==> src/rtl/gpio_input_conditioner.sv <==
// -----------------------------------------------------------------------------
// gpio_input_conditioner
//
// Purpose:
//   Conditions raw board inputs (switches, buttons) before they reach the
//   GPIO/UART wrapper. Each bit is processed independently:
//     1. It passes through a two-flop synchronizer.
//     2. A counter-based debounce accepts a change only after DEBOUNCE_CYCLES
//        consecutive stable cycles.
//     3. A one-cycle rise or fall strobe marks each accepted change.
//   The block also keeps a sticky rise-event mask with a valid/ready handshake,
//   and a wrapping count of accepted rise events.
//
// Parameters:
//   N_IN             number of conditioned inputs
//   DEBOUNCE_CYCLES  consecutive stable cycles needed to accept a change (>= 2)
//   CNT_W            width of press_cnt
//
// Ports:
//   clk         in   1      system clock
//   rst_n       in   1      asynchronous active-low reset
//   raw_in      in   N_IN   asynchronous raw pin levels
//   clean_out   out  N_IN   debounced levels
//   rise_pulse  out  N_IN   1-cycle strobe when a clean bit goes 0->1
//   fall_pulse  out  N_IN   1-cycle strobe when a clean bit goes 1->0
//   evt_valid   out  1      evt_mask is non-zero
//   evt_mask    out  N_IN   sticky OR of rise events since the last accept
//   evt_ready   in   1      consumer accepts evt_mask
//   press_cnt   out  CNT_W  total accepted rise events; wraps around
//   toggle_out  out  N_IN   only when GPIO_COND_TOGGLE_EN is defined: a
//                           latching push-button view, where bit i inverts on
//                           each rise_pulse[i]
//
// Build option:
//   GPIO_COND_TOGGLE_EN  adds the toggle_out port and its logic. When it is not
//                        defined, that port and logic are absent and all other
//                        behaviour is identical.
// -----------------------------------------------------------------------------
module gpio_input_conditioner #(
  parameter int N_IN            = 8,
  parameter int DEBOUNCE_CYCLES = 1000000,
  parameter int CNT_W           = 16
) (
  input  logic             clk,
  input  logic             rst_n,
  input  logic [N_IN-1:0]  raw_in,
  output logic [N_IN-1:0]  clean_out,
  output logic [N_IN-1:0]  rise_pulse,
  output logic [N_IN-1:0]  fall_pulse,
  output logic             evt_valid,
  output logic [N_IN-1:0]  evt_mask,
  input  logic             evt_ready,
  output logic [CNT_W-1:0] press_cnt
`ifdef GPIO_COND_TOGGLE_EN
  ,
  output logic [N_IN-1:0]  toggle_out
`endif
);

  // The counter only needs to reach DEBOUNCE_CYCLES-1, so clog2 bits suffice.
  localparam int DW = (DEBOUNCE_CYCLES > 2) ? $clog2(DEBOUNCE_CYCLES) : 1;
  localparam logic [DW-1:0] DCNT_LAST = DW'(DEBOUNCE_CYCLES - 1);
  localparam logic [DW-1:0] DCNT_ONE  = DW'(1);

  typedef enum logic {
    ST_STABLE  = 1'b0,
    ST_PENDING = 1'b1
  } state_e;

  // ---------------------------------------------------------------------------
  // Registers
  // ---------------------------------------------------------------------------
  logic [N_IN-1:0]  r_sync1;
  logic [N_IN-1:0]  r_sync2;
  state_e           r_state [N_IN];
  logic [DW-1:0]    r_dcnt  [N_IN];
  logic [N_IN-1:0]  r_clean;
  logic [N_IN-1:0]  r_rise;
  logic [N_IN-1:0]  r_fall;
  logic [N_IN-1:0]  r_evt_mask;
  logic             r_evt_valid;
  logic [CNT_W-1:0] r_press_cnt;

  // ---------------------------------------------------------------------------
  // Combinational next-state
  // ---------------------------------------------------------------------------
  state_e           w_state_nxt [N_IN];
  logic [DW-1:0]    w_dcnt_nxt  [N_IN];
  logic [N_IN-1:0]  w_commit;
  logic             w_accept;
  logic [N_IN-1:0]  w_evt_mask_nxt;
  logic [CNT_W-1:0] w_rise_cnt;

  // ---------------------------------------------------------------------------
  // Two-flop synchronizer. The first stage has no logic after it, so a
  // metastable value has a full cycle to resolve.
  // ---------------------------------------------------------------------------
  // NOTE: sequential state uses non-blocking (<=) assignments. All flops then
  // sample together at the clock edge, with no dependence on the order of
  // statements.
  always_ff @(posedge clk or negedge rst_n) begin
    if (!rst_n) begin
      r_sync1 <= '0;
      r_sync2 <= '0;
    end else begin
      r_sync1 <= raw_in;
      r_sync2 <= r_sync1;
    end
  end

  // ---------------------------------------------------------------------------
  // Per-bit debounce FSM: next state and counter
  // ---------------------------------------------------------------------------
  // NOTE: every signal driven here gets a default first. A path that forgets
  // an assignment then holds that default instead of inferring a latch.
  always_comb begin
    w_commit = '0;
    for (int i = 0; i < N_IN; i++) begin
      w_state_nxt[i] = r_state[i];
      w_dcnt_nxt[i]  = '0;
      unique case (r_state[i])
        ST_STABLE: begin
          if (r_sync2[i] != r_clean[i]) begin
            w_state_nxt[i] = ST_PENDING;
            w_dcnt_nxt[i]  = DCNT_ONE;
          end
        end
        ST_PENDING: begin
          if (r_sync2[i] == r_clean[i]) begin
            // The input went back to the accepted level (a glitch), so the
            // change is dropped.
            w_state_nxt[i] = ST_STABLE;
          end else if (r_dcnt[i] == DCNT_LAST) begin
            w_state_nxt[i] = ST_STABLE;
            w_commit[i]    = 1'b1;
          end else begin
            w_dcnt_nxt[i]  = r_dcnt[i] + DCNT_ONE;
          end
        end
        default: begin
          w_state_nxt[i] = ST_STABLE;
        end
      endcase
    end
  end

  // ---------------------------------------------------------------------------
  // Per-bit debounce FSM: state register, clean level and strobes
  // ---------------------------------------------------------------------------
  // NOTE: the per-bit state and counter arrays are small and hold control
  // state, so they are reset element by element. A mid-debounce reset must
  // discard the pending change.
  always_ff @(posedge clk or negedge rst_n) begin
    if (!rst_n) begin
      for (int i = 0; i < N_IN; i++) begin
        r_state[i] <= ST_STABLE;
        r_dcnt[i]  <= '0;
      end
      r_clean <= '0;
      r_rise  <= '0;
      r_fall  <= '0;
    end else begin
      for (int i = 0; i < N_IN; i++) begin
        r_state[i] <= w_state_nxt[i];
        r_dcnt[i]  <= w_dcnt_nxt[i];
      end
      // A committing bit always flips, because a commit requires sync != clean.
      r_clean <= r_clean ^ w_commit;
      r_rise  <= w_commit & r_sync2;
      r_fall  <= w_commit & ~r_sync2;
    end
  end

  // ---------------------------------------------------------------------------
  // Event handshake and press counter
  // ---------------------------------------------------------------------------
  // A rise that arrives in the accept cycle is ORed in after the clear, so it
  // survives into the next mask.
  assign w_accept       = r_evt_valid & evt_ready;
  assign w_evt_mask_nxt = (r_evt_mask & ~{N_IN{w_accept}}) | r_rise;

  // Number of rising strobes this cycle, already reduced modulo 2^CNT_W.
  always_comb begin
    w_rise_cnt = '0;
    for (int i = 0; i < N_IN; i++) begin
      w_rise_cnt = w_rise_cnt + CNT_W'(r_rise[i]);
    end
  end

  always_ff @(posedge clk or negedge rst_n) begin
    if (!rst_n) begin
      r_evt_mask  <= '0;
      r_evt_valid <= 1'b0;
      r_press_cnt <= '0;
    end else begin
      r_evt_mask  <= w_evt_mask_nxt;
      // Valid is taken from the same next-mask value, so it always matches
      // evt_mask in the same cycle.
      r_evt_valid <= |w_evt_mask_nxt;
      r_press_cnt <= r_press_cnt + w_rise_cnt;
    end
  end

`ifdef GPIO_COND_TOGGLE_EN
  // ---------------------------------------------------------------------------
  // Latching push-button view
  // ---------------------------------------------------------------------------
  logic [N_IN-1:0] r_toggle;

  always_ff @(posedge clk or negedge rst_n) begin
    if (!rst_n) begin
      r_toggle <= '0;
    end else begin
      r_toggle <= r_toggle ^ r_rise;
    end
  end

  assign toggle_out = r_toggle;
`endif

  // ---------------------------------------------------------------------------
  // Outputs
  // ---------------------------------------------------------------------------
  assign clean_out  = r_clean;
  assign rise_pulse = r_rise;
  assign fall_pulse = r_fall;
  assign evt_mask   = r_evt_mask;
  assign evt_valid  = r_evt_valid;
  assign press_cnt  = r_press_cnt;

endmodule
==> config.mk <==
export PLATFORM = sky130hd
export DESIGN_NAME = gpio_input_conditioner
export DESIGN_NICKNAME = d
export VERILOG_FILES = /design/src/rtl/gpio_input_conditioner.sv
export SDC_FILE = /design/constraint.sdc
export NUM_CORES = 1
export LEC_CHECK = 0
export CORE_ASPECT_RATIO = 1.5
export CORE_MARGIN = 3
export CORE_UTILIZATION = 40
export CTS_BUF_LIST = sky130_fd_sc_hd__clkbuf_2
export DETAILED_ROUTE_END_ITERATION = 7
export SLEW_MARGIN = 30
export SYNTH_ARGS = -nofsm -noshare
export SYNTH_HDL_FRONTEND = slang
export SYNTH_SLANG_ARGS = --single-unit
export TNS_END_PERCENT = 20
==> constraint.sdc <==
create_clock -name clk -period 3.3 [get_ports clk]
set_clock_uncertainty 0.15 [all_clocks]
set_input_delay 0.495 -clock clk [delete_from_list [all_inputs] [get_ports clk]]
set_output_delay 0.495 -clock clk [all_outputs]
set_load 0.02 [all_outputs]
After elaboration in Yosys (flattened, before gate mapping) --
Index checks and enable logic that the tools add are counted.
Operators by class: $add $sub $neg 16, equality and inequality tests 24, mux-type cells 88, bitwise logic cells 16, reduce and logical (&&, ||, !) cells 1
Operators by type and width (number):
- $mux 20 | 16
- $pmux 20 s2 | 8
- $add 20x1->20 const B | 8
- $eq 20x20->1 const B | 8
- $mux 1 | 56
- $and 8x8->8 | 3
- $add 16x8->16 | 1
- $not 8->8 | 2
- $pmux 1 s2 | 8
- $add 7x1->8 | 1
- $eq 1x1->1 | 8
- $ne 1x1->1 | 8
- $not 1->1 | 8
- $or 8x8->8 | 1
- $reduce_or 8->1 | 1
- $xor 8x8->8 | 1
- $add 6x1->7 | 1
- $add 5x1->6 | 1
- $add 4x1->5 | 1
- $add 3x1->4 | 1
- $add 2x1->3 | 1
- $add 1x1->2 | 1
- $and 1x1->1 | 1
Word-level totals: flip-flop bits (word level) 233, bits of input ports 11, output and inout port bits 49, word-level logic and storage cells 169

Depth between registers and ports, before layout --
depth in word-level cells 8, depth in mapped cells 11, mapped depth without buffers 11

Least setup slack after synthesis --
Ideal clock, no wire load.
path kind register -> register, start point reg r_rise[0] (netlist: rise_pulse[0]), end point reg r_press_cnt[10] (netlist: press_cnt[10]), library setup time 0.130 ns, data arrival time 3.341 ns, required time 3.020 ns, slack -0.321 ns, cell stages (with the launch flop) 11, clock period less this slack 3.621 ns, cell sequence dfrtp_1 fa_1 inv_1 fa_1 fa_1 fa_1 fa_1 nor2b_1 o21a_1 o2111ai_1 xnor2_1
On the way: longest elaborated chain between the ends 8
RTL lines:
- start: declaration | RTL line 78 | logic [N_IN-1:0] r_rise;
- start signal: assignment | RTL line 169 | r_rise <= w_commit & r_sync2;
- $add 1x1->2 | RTL line 186 | w_rise_cnt = w_rise_cnt + CNT_W'(r_rise[i]);
- $add 2x1->3 | RTL line 186
- $add 3x1->4 | RTL line 186
- $add 4x1->5 | RTL line 186
- $add 5x1->6 | RTL line 186
- $add 6x1->7 | RTL line 186
- $add 7x1->8 | RTL line 186
- $add 16x8->16 | RTL line 200 | r_press_cnt <= r_press_cnt + w_rise_cnt;
- end signal: assignment | RTL line 200
- end: declaration | RTL line 82 | logic [CNT_W-1:0] r_press_cnt;
No other way between the ends.

Worst setup path in the final report --
start point reg r_rise[0] (netlist: rise_pulse[0]), end point reg r_press_cnt[14] (netlist: press_cnt[14])
Same word-level chain as after synthesis.

==> run_results.csv <==
group,metric,value,unit
route,avgViaCountPerCell,5.23,
yosys,async_flop_share,100,%
worst_setup_path,reg2regPathDepth,10,
yosys,synthTopCellsByCount,"dfrtp_1 (233), nor2_1 (134), xnor2_1 (101), nand2_1 (60), nand3_1 (54)",
worst_setup_path,required,3.86,ns
route,via_count,8101,
grt,grt_pass1_wl,39600,um
die,dieWidth,140,um
final_layout,nets,1200,
yosys,synth.avg_cell_area,10.3,um2
sta,max_freq,0.280,GHz
worst_setup_path,timing.rr.start,"rise_pulse[0]$_DFF_PN0_",
route,firstDrtPassIters,5,
sta,setup_ws,-0.265,ns
yosys,ys.flop_type,"dfrtp_1",
yosys,synth_top_area_share,53.8,%
worst_setup_path,start_kind,"flip-flop",
final_layout,fin_area,0.0125,mm2
sta,finalCritPeriodShare,108,%
power,powerDensity,406,mW/mm2
yosys,synth_top_area_cell,"dfrtp_1",
final_layout,fin_util,47.1,%
die,start_util,40.8,%
worst_setup_path,crit_path_start,"rise_pulse[0]$_DFF_PN0_",
sta,tightestPinTransition,0.630,ns
grt,antenna_found_initial,1,
worst_hold_path,hp-class,"reg2reg",
route,drc_errors,0,
worst_setup_path,worstPathArrival,4.13,ns
power,ir_worst_vdd,248,uV
worst_setup_path,rrSetupSlack,-0.27,ns
clocking,clkLatencyLatePin,0.86,ns
yosys,seq_area_frac_synth,53.8,%
grt,grt_start_max_net_pins,62,
status,outcome,"finished, violations left",
worst_hold_path,min_to,"r_sync2[6]$_DFF_PN0_",
power,power.total,5090,uW
worst_setup_path,reg2reg_to,"press_cnt[14]$_DFF_PN0_",
worst_setup_path,end_kind,"flip-flop",
yosys,synth.most_common_cell,"dfrtp_1",
clocking,clockRootBuffer,"clkbuf_2",
clocking,path_clk_slew,0.10,ns
sta,drv_slew,0,
yosys,syn_area,0.0108,mm2
clocking,clock_path_buffers,3,
yosys,synthCells,1051,
route,ant_nets,0,
worst_hold_path,hold_start,"r_sync1[6]$_DFF_PN0_",
power,power.leakage,0.00498,uW
status,violations,"setup timing",
die,dieArea,0.0291,mm2
worst_setup_path,worstPathMaxFanout,6,
sta,relSlewSlack,57.9,%
yosys,ys_ff_latch,233,
die,num_rows,73,
run,maxCapViolations,0,
placement,place_hpwl,15400,um
route,drt-wirelength-per-cell,14.9,um
final_layout,multi_input_area,0.00474,mm2
placement,dp.cells,1436,
sta,finalSetupViolations,11,
placement,io_buffers,59,
route,drt-initial-drc-count,317,
yosys,synth.distinct_cells,49,
grt,grt-ovfl-total,0,
final_layout,drive_gt1_share,10.8,%
worst_hold_path,hold_depth,0,
grt,grt_pass1_vias,8085,
sta,fin_crit,3.57,ns
clocking,numCtsBuffers,58,
sta,setup_tns,-1.63,ns
yosys,synth_nets,1081,
yosys,synth-edff-count,0,
final_layout,instances_no_fill,1548,
sta,rsz0062_at_grt,"true",
yosys,yosys-top-cells-area,"dfrtp_1 (54%), xnor2_1 (8.2%), nor2_1 (4.6%)",
sta,hold_violations,0,
grt,grt_usage,16.1,%
yosys,yosys_warnings,0,
clocking,cts.sinks,233,
final_layout,area_growth,15.7,%
final_layout,seqCellArea,0.00583,mm2
die,io_pins,60,
placement,gp_congestion,0.790,
placement,placed_area,0.0119,mm2
die,die_y,208,um
clocking,cts_tree,"built",
final_layout,nFillCells,2550,
worst_setup_path,worstSetupPathType,"reg2reg",
route,drt-total-wl,23000,um
clocking,ctsHtreeMaxLevel,2,
die,core_area,0.0266,mm2
[worst max-delay path by stage]
stage                                    endpoint  slack [ns]  cells after the start
final                     press_cnt[14]$_DFF_PN0_       -0.27                     10
after global routing      press_cnt[12]$_DFF_PN0_       -0.41                     10
after CTS                 press_cnt[10]$_DFF_PN0_       -0.31                     10
after detailed placement  press_cnt[10]$_DFF_PN0_       -0.32                     10
after global placement    press_cnt[14]$_DFF_PN0_       -0.28                     10
after floorplan           press_cnt[10]$_DFF_PN0_       -0.21                     10
[per-layer routing]
layer / up-vias / part of all wire (%) / global-route usage, %
met5: - / 0 / 0
met4: 0 / 2.0 / 5.38
met1: 3920 / 44 / 20.2
li1: 3989 / - / -
met2: 154 / 47 / 26.3
met3: 38 / 6.4 / 4.91
[state kept, by name (all words and copies together), names as in the netlist]
register,cells
r_dcnt,160
clean_out,8
rise_pulse,8
r_sync1,8
r_sync2,8
press_cnt,16
evt_valid,1
r_state,8
evt_mask,8
fall_pulse,8
[repair_timing]
action                                 in CTS  in global routing
setup buffers                               0                  0
gates resized for setup                     2                  5
hold buffers                               11                  0
setup endpoints to repair                  12                 12
endpoints found under the hold margin     241                  0
pin swaps                                   1                  2
[worst max-delay path, cell delays in order, from the launching register on]
cell and delay (ns):
dfrtp_2 0.43, fa_1 0.54, inv_1 0.06, fa_1 0.49, fa_1 0.43, fa_2 0.37
fa_2 0.37, nor2b_1 0.12, o21a_2 0.18, o2111ai_1 0.13, xnor2_1 0.16
[area by class of cell]
| cell class | count | share of cell area [%] |
|---|---|---|
| flip-flops and latches | 233 | 46.5 |
| multi-input cells | 744 | 37.8 |
| repair buffers | 85 | 6.97 |
| well taps | 337 | 3.37 |
| clock buffers | 83 | 3.32 |
| inverters | 48 | 1.44 |
| clock inverters | 17 | 0.529 |
| diodes | 1 | 0.0200 |
[placed cells by master, fill, tap and decap left out, types with 4 or more instances in the layout]
cell type	count
dfrtp_1	232
nor2_1	134
xnor2_1	101
clkbuf_2	83
nand2_1	60
clkdlybuf4s50_1	58
nand3_1	54
inv_1	48
a21oi_1	40
nor4_1	34
or4_1	32
nand4_1	29
or3_1	28
nor3_1	28
xor2_1	26
o31ai_1	24
o21ai_0	23
and3_1	14
ha_1	14
clkinv_1	14
buf_4	12
nor4b_1	11
dlygate4sd3_1	10
and2_1	8
nand2b_1	8
o22ai_1	8
o21bai_1	6
mux2_2	6
and4_1	5
nor2b_1	4
o2111ai_1	4
[cell families (layout without fill, tap and decap cells)]
family	after synthesis	count (layout)	share of synthesized area (%)
other cells	0	1	0
simple gates	468	468	22.9
compound gates	124	124	7.14
mux	6	6	0.624
buf+inv	74	233	2.69
xor+xnor	127	127	10.3
fa+ha+maj	19	19	2.54
flops	233	233	53.8
[report_power, final]
part	internal [uW]	switching [uW]	leakage (uW)
combinational	103	186	0.00142
sequential	2910	57.0	0.00318
clock	670	1160	0.000379
total	3680	1400	0.00498
[stage by stage]
stage / hold slack (ns) / setup WS [ns]
after global routing: 0.211 / -0.407
after detailed placement: 0.187 / -0.325
after floorplan: 0.0494 / -0.211
after global placement: 0.183 / -0.284
after CTS: 0.205 / -0.313
final: 0.204 / -0.265
No activity file was read; power rests on OpenSTA's default activity.
